### config.mk
export PLATFORM = sky130hd
export DESIGN_NAME = periph_plug_rr_arbiter
export DESIGN_NICKNAME = d
export VERILOG_FILES = /design/src/rtl/periph_plug_rr_arbiter.sv
export SDC_FILE = /design/constraint.sdc
export NUM_CORES = 1
export LEC_CHECK = 0
export BUFFER_PORTS_ARGS = -buffer_cell sky130_fd_sc_hd__buf_2
export CAP_MARGIN = 20
export CORE_AREA = 2 2 120 122
export DETAILED_ROUTE_END_ITERATION = 6
export DIE_AREA = 0 0 122 124
export PLACE_DENSITY = 0.54
export SETUP_SLACK_MARGIN = 0.3
export SYNTH_ARGS = -nofsm -noshare
export SYNTH_HDL_FRONTEND = slang
export SYNTH_SLANG_ARGS = --single-unit
export TNS_END_PERCENT = 50
### constraint.sdc
create_clock -name clk_i -period 3.2 [get_ports clk_i]
set_input_delay 0.16 -clock clk_i [delete_from_list [all_inputs] [get_ports clk_i]]
set_output_delay 0.16 -clock clk_i [all_outputs]
set_load 0.005 [all_outputs]
### src/rtl/periph_plug_rr_arbiter.sv
// Round-robin arbiter sharing one peripheral target port between NB_PLUGS plugs,
// with an in-order table of outstanding grants that routes each r_valid back.
module periph_plug_rr_arbiter #(
    parameter int NB_PLUGS        = 2,
    parameter int ADDR_WIDTH      = 32,
    parameter int DATA_WIDTH      = 32,
    parameter int ID_WIDTH        = 5,
    parameter int MAX_OUTSTANDING = 2
) (
    input  logic                              clk_i,
    input  logic                              rst_ni,
    input  logic [NB_PLUGS-1:0]               plug_req_i,
    input  logic [NB_PLUGS*ADDR_WIDTH-1:0]    plug_add_i,
    input  logic [NB_PLUGS-1:0]               plug_wen_i,
    input  logic [NB_PLUGS*DATA_WIDTH-1:0]    plug_wdata_i,
    input  logic [NB_PLUGS*DATA_WIDTH/8-1:0]  plug_be_i,
    input  logic [NB_PLUGS*ID_WIDTH-1:0]      plug_id_i,
    output logic [NB_PLUGS-1:0]               plug_gnt_o,
    output logic [NB_PLUGS-1:0]               plug_r_valid_o,
    output logic [DATA_WIDTH-1:0]             plug_r_rdata_o,
    output logic                              plug_r_opc_o,
    output logic [ID_WIDTH-1:0]               plug_r_id_o,
    output logic                              per_req_o,
    output logic [ADDR_WIDTH-1:0]             per_add_o,
    output logic                              per_wen_o,
    output logic [DATA_WIDTH-1:0]             per_wdata_o,
    output logic [DATA_WIDTH/8-1:0]           per_be_o,
    output logic [ID_WIDTH-1:0]               per_id_o,
    input  logic                              per_gnt_i,
    input  logic                              per_r_valid_i,
    input  logic [DATA_WIDTH-1:0]             per_r_rdata_i,
    input  logic                              per_r_opc_i,
    input  logic [ID_WIDTH-1:0]               per_r_id_i,
    output logic                              busy_o,
    output logic                              err_o
);

    localparam int PW = (NB_PLUGS > 1) ? $clog2(NB_PLUGS) : 1;
    localparam int OW = (MAX_OUTSTANDING > 1) ? $clog2(MAX_OUTSTANDING) : 1;
    localparam int CW = $clog2(MAX_OUTSTANDING + 1);
    localparam int BW = DATA_WIDTH / 8;
    localparam logic [PW-1:0] LAST_PLUG = PW'(NB_PLUGS - 1);
    localparam logic [OW-1:0] LAST_SLOT = OW'(MAX_OUTSTANDING - 1);
    localparam logic [CW-1:0] FULL_CNT  = CW'(MAX_OUTSTANDING);

    logic [PW-1:0] prio_q;
    logic          lock_q;
    logic [PW-1:0] lock_idx_q;
    logic [PW-1:0] fifo_q [MAX_OUTSTANDING];
    logic [OW-1:0] wr_ptr_q, rd_ptr_q;
    logic [CW-1:0] count_q;

    logic [PW-1:0] sel, cand, mux_idx;
    logic          any_req, full, hs, pop;

    // A held lock pins the selection so the target sees a stable request until it grants.
    always_comb begin
        sel     = '0;
        cand    = '0;
        any_req = 1'b0;
        if (lock_q && plug_req_i[lock_idx_q]) begin
            sel     = lock_idx_q;
            any_req = 1'b1;
        end else begin
            for (int unsigned i = 0; i < NB_PLUGS; i++) begin
                cand = PW'((32'(prio_q) + i) % NB_PLUGS);
                if (!any_req && plug_req_i[cand]) begin
                    any_req = 1'b1;
                    sel     = cand;
                end
            end
        end
    end

    assign full      = (count_q == FULL_CNT);
    assign per_req_o = any_req && !full;
    assign hs        = per_req_o && per_gnt_i;
    assign pop       = per_r_valid_i && (count_q != '0);
    assign mux_idx   = per_req_o ? sel : '0;

    assign per_add_o   = plug_add_i[mux_idx*ADDR_WIDTH +: ADDR_WIDTH];
    assign per_wen_o   = plug_wen_i[mux_idx];
    assign per_wdata_o = plug_wdata_i[mux_idx*DATA_WIDTH +: DATA_WIDTH];
    assign per_be_o    = plug_be_i[mux_idx*BW +: BW];
    assign per_id_o    = plug_id_i[mux_idx*ID_WIDTH +: ID_WIDTH];

    always_comb begin
        plug_gnt_o     = '0;
        plug_r_valid_o = '0;
        if (hs)  plug_gnt_o[sel] = 1'b1;
        if (pop) plug_r_valid_o[fifo_q[rd_ptr_q]] = 1'b1;
    end

    assign plug_r_rdata_o = per_r_rdata_i;
    assign plug_r_opc_o   = per_r_opc_i;
    assign plug_r_id_o    = per_r_id_i;
    assign busy_o         = (count_q != '0);
    assign err_o          = per_r_valid_i && (count_q == '0);

    always_ff @(posedge clk_i or negedge rst_ni) begin
        if (!rst_ni) begin
            prio_q     <= '0;
            lock_q     <= 1'b0;
            lock_idx_q <= '0;
            wr_ptr_q   <= '0;
            rd_ptr_q   <= '0;
            count_q    <= '0;
            for (int unsigned i = 0; i < MAX_OUTSTANDING; i++) fifo_q[i] <= '0;
        end else begin
            if (hs) begin
                prio_q           <= (sel == LAST_PLUG) ? '0 : sel + 1'b1;
                fifo_q[wr_ptr_q] <= sel;
                wr_ptr_q         <= (wr_ptr_q == LAST_SLOT) ? '0 : wr_ptr_q + 1'b1;
            end
            if (pop) rd_ptr_q <= (rd_ptr_q == LAST_SLOT) ? '0 : rd_ptr_q + 1'b1;
            if (hs && !pop)      count_q <= count_q + 1'b1;
            else if (!hs && pop) count_q <= count_q - 1'b1;
            // Full FIFO keeps per_req_o low, so the lock is neither set nor released by it.
            if (hs)                                     lock_q <= 1'b0;
            else if (per_req_o) begin
                lock_q     <= 1'b1;
                lock_idx_q <= sel;
            end else if (lock_q && !plug_req_i[lock_idx_q]) lock_q <= 1'b0;
        end
    end

endmodule

==> reports/results.tsv <==
stage	metric	value	unit
logic_synthesis	Post-Synth Adder-Cell Area	0.00624	
routing	WL final	6.99	mm
outcome	outcome	complete, no violations	
sta	FMAX	0.405	GHz
logic_synthesis	main combinational cell family by area after synthesis	multiplexers	
clocking	Max H-tree Level	1	
die	Die Area	15100	um2
die	Initial Util	0.146	
critical_path	Reg2Reg Depth	6	
critical_path	WS Path Type	reg -> out	
clocking	clock sink total	9	
cells_and_area	fraction of layout instances using a drive strength above 1	0.866	
logic_synthesis	Seq/Total Area, Yosys	0.112	
logic_synthesis	FF+latch count, synth	9	
logic_synthesis	Netlist cell types	28	
clocking	CTS tree	done	
global_route	gr usage total	0.0774	
placed_design	Placed Cells	541	
logic_synthesis	mux contribution to synthesized area	0.540	
critical_path	crit end category	output pin	
logic_synthesis	mean post-synth cell area	11.7	um2
die	Die Span Y	124	um
logic_synthesis	Main synth FF type	dfrtp_1	
logic_synthesis	Compound-Gate Fraction of Synth Area	0.0437	
clocking	CTS resizes	0	
die	Placement Rows	43	
die	number of I/O pins	311	
cells_and_area	filler instances	1505	
routing	antenna-violating nets left	0	
worst_hold_path	path type of the worst min-delay path	in -> reg	
sta	RSZ-0062 raised after global routing	false	
logic_synthesis	top cell type by total area after synthesis	mux2_4	
sta	setup violators final	0	
logic_synthesis	XOR/XNOR Fraction of Synth Area	0.0218	
routing	drt via density	3.62	
critical_path	crit-path max FO	43	
clocking	clock-pin slew on the worst setup and hold paths	40	ps
sta	Clock Skews	1.32	ps
cells_and_area	Area Growth Syn to Fin	53.2	%
routing	drt first pass iters	3	
global_route	initial antenna violation count	0	
routing	wire per inst	12.8	um
placed_design	global placer's final weighted congestion	0.711	
power_and_ir_drop	power density over the cells	538	nW/um2
logic_synthesis	Mapped Cells	171	
logic_synthesis	Area contributors post-synth	mux2_4, buf_4, dfrtp_1	
sta	final hold vios	0	
logic_synthesis	FFs w/ async S/R, synth	1.00	
routing	detailed-route DRC error count	0	
cells_and_area	diodes inserted	0	
critical_path	Crit path arrival time	2310	ps
routing	DR iter-0 viols	28	
critical_path	CP Launch Type	flop	
clocking	CTS buffer count	3	
critical_path	Worst Path Required	3040	ps
cells_and_area	post-route insts no fill	546	
sta	Slew Limit Headroom	0.504	
sta	Final period util	0.772	
logic_synthesis	Yosys Warn Count	0	
power_and_ir_drop	Pleak	0.00181	uW
sta	setup tns final	0	ps
cells_and_area	Final nets	560	
clocking	clk_lat worst skew	230	ps
worst_hold_path	Hold Path Depth	2	
job	Max Cap Violations	0	
routing	Via Count	1977	
placed_design	Detail Placement HPWL	6.29	mm
power_and_ir_drop	VDD IR max	0.342	mV
global_route	grt total ovfl	0	
sta	fin. max-slew vios	0	
clocking	CTS Buffer Depth	2	
cells_and_area	area of the multi-input gates	1320	um2
logic_synthesis	area share of the largest cell type after synthesis	0.457	
sta	Worst-Margin Slew	744	ps
logic_synthesis	count leader, synth	mux2_4	
logic_synthesis	number of flops mapped to enable cells by yosys	0	
power_and_ir_drop	Design Power	1650	uW
placed_design	Buffers on Ports	234	
logic_synthesis	Post-Synth Simple-Gate Area	0.0468	
global_route	global-route wire length before repair	9.23	mm
logic_synthesis	top post-synthesis cells by count	mux2_4, buf_4, mux2_2	
clocking	Post-CTS Setup Inserts	0	
die	core area	13700	um2
global_route	largest net degree at the start of global routing	44	
logic_synthesis	Synth Cell Area	2010	um2
logic_synthesis	Net Count, Synth	364	
clocking	clock root cell	clkbuf_16	
sta	crit path time final	2470	ps
global_route	vias in the first global route	1847	
die	Die Width	122	um
cells_and_area	register area	225	um2
-- layout make-up --
cell class / instances / share of cell area
multi-input cells: 109 / 0.430
repair buffers: 237 / 0.389
flip-flops and latches: 9 / 0.0733
well taps: 180 / 0.0733
clock buffers: 4 / 0.0257
inverters: 7 / 0.00855
-- flip-flops by register name, indices dropped and copies added, names as in the netlist --
| signal | flops |
|---|---|
| fifo_q | 2 |
| lock_q | 1 |
| prio_q | 1 |
| rd_ptr_q | 1 |
| count_q | 2 |
| lock_idx_q | 1 |
| wr_ptr_q | 1 |
-- what timing repair did --
action	in CTS	in global routing
endpoints found under the hold margin	9	0
hold buffers	1	0
endpoints found under the setup margin	0	0
-- cell families (layout without fill, tap and decap cells) --
group,Yosys count,after routing
flops,9,9
simple gates,17,17
mux,76,76
buf+inv,53,248
xor+xnor,5,5
fa+ha+maj,1,1
compound gates,10,10
-- through the flow --
stage	hold WS, ps	utilization	cell area, um2	worst slack (ps)
after detailed placement	28.8	0.218	2980	970
after global routing	244	0.224	3070	614
final	226	0.224	3070	729
after CTS	221	0.224	3070	716
after floorplan	-136	-	2010	1530
after global placement	21.9	0.218	2980	1030
-- per-layer routing --
metal,part of all wire,track usage,routed length (um)
met5,0,0,0
met2,0.48,0.129,3380
met3,0.12,0.0270,845
met4,0.0031,0.0158,22
met1,0.39,0.0965,2740
-- cell usage in the layout (no fill, tap or decap) --
cell           synthesis  routed
or3_1                  1       1
nand4b_1               1       1
dlygate4sd3_1          0       1
mux2_4                61      61
clkbuf_16              0       3
nor2_1                 5       5
mux2_2                14      14
and3_1                 1       1
nand2_1                1       1
xnor2_1                3       3
o211ai_4               1       1
nand3_1                2       2
o21ai_0                1       1
or2_2                  1       1
a21oi_1                1       1
mux2i_1                1       1
o2bb2ai_1              2       2
nand4_1                3       3
ha_1                   1       1
xor2_1                 2       2
clkbuf_1               0       1
inv_1                  7       7
buf_4                 39       2
o211ai_1               1       1
o2111ai_1              1       1
dfrtp_1                9       9
nand2b_2               1       1
buf_2                  0     234
nor2b_1                1       1
a21boi_0               1       1
o31ai_1                2       2
-- worst paths after layout --
path                                        startpoint                      to  slack (ps)
worst max-delay path                lock_q$_DFFE_PN0P_         per_wdata_o[23]         730
worst min-delay path                         per_gnt_i  lock_idx_q$_DFFE_PN0P_         230
worst max register to register  count_q[1]$_DFFE_PN0P_  count_q[1]$_DFFE_PN0P_        1470
worst min register to register   fifo_q[0]$_DFFE_PN0P_   fifo_q[0]$_DFFE_PN0P_         490
max in group asynchronous                       rst_ni   fifo_q[1]$_DFFE_PN0P_        2700
min in group asynchronous                       rst_ni    wr_ptr_q$_DFFE_PN0P_         310
-- critical path, cell delays in order, from the launching register on --
cell	delay, ps
dfrtp_1	400
mux2_4	340
o211ai_4	160
buf_4	590
mux2_2	400
buf_2	120
-- where the power goes --
part	switching [uW]	internal, uW	total [uW]
logic	487	720	1210
clock network	52.5	166	219
registers	55.1	173	228
Note: power is estimated with default switching activity, not from simulation.
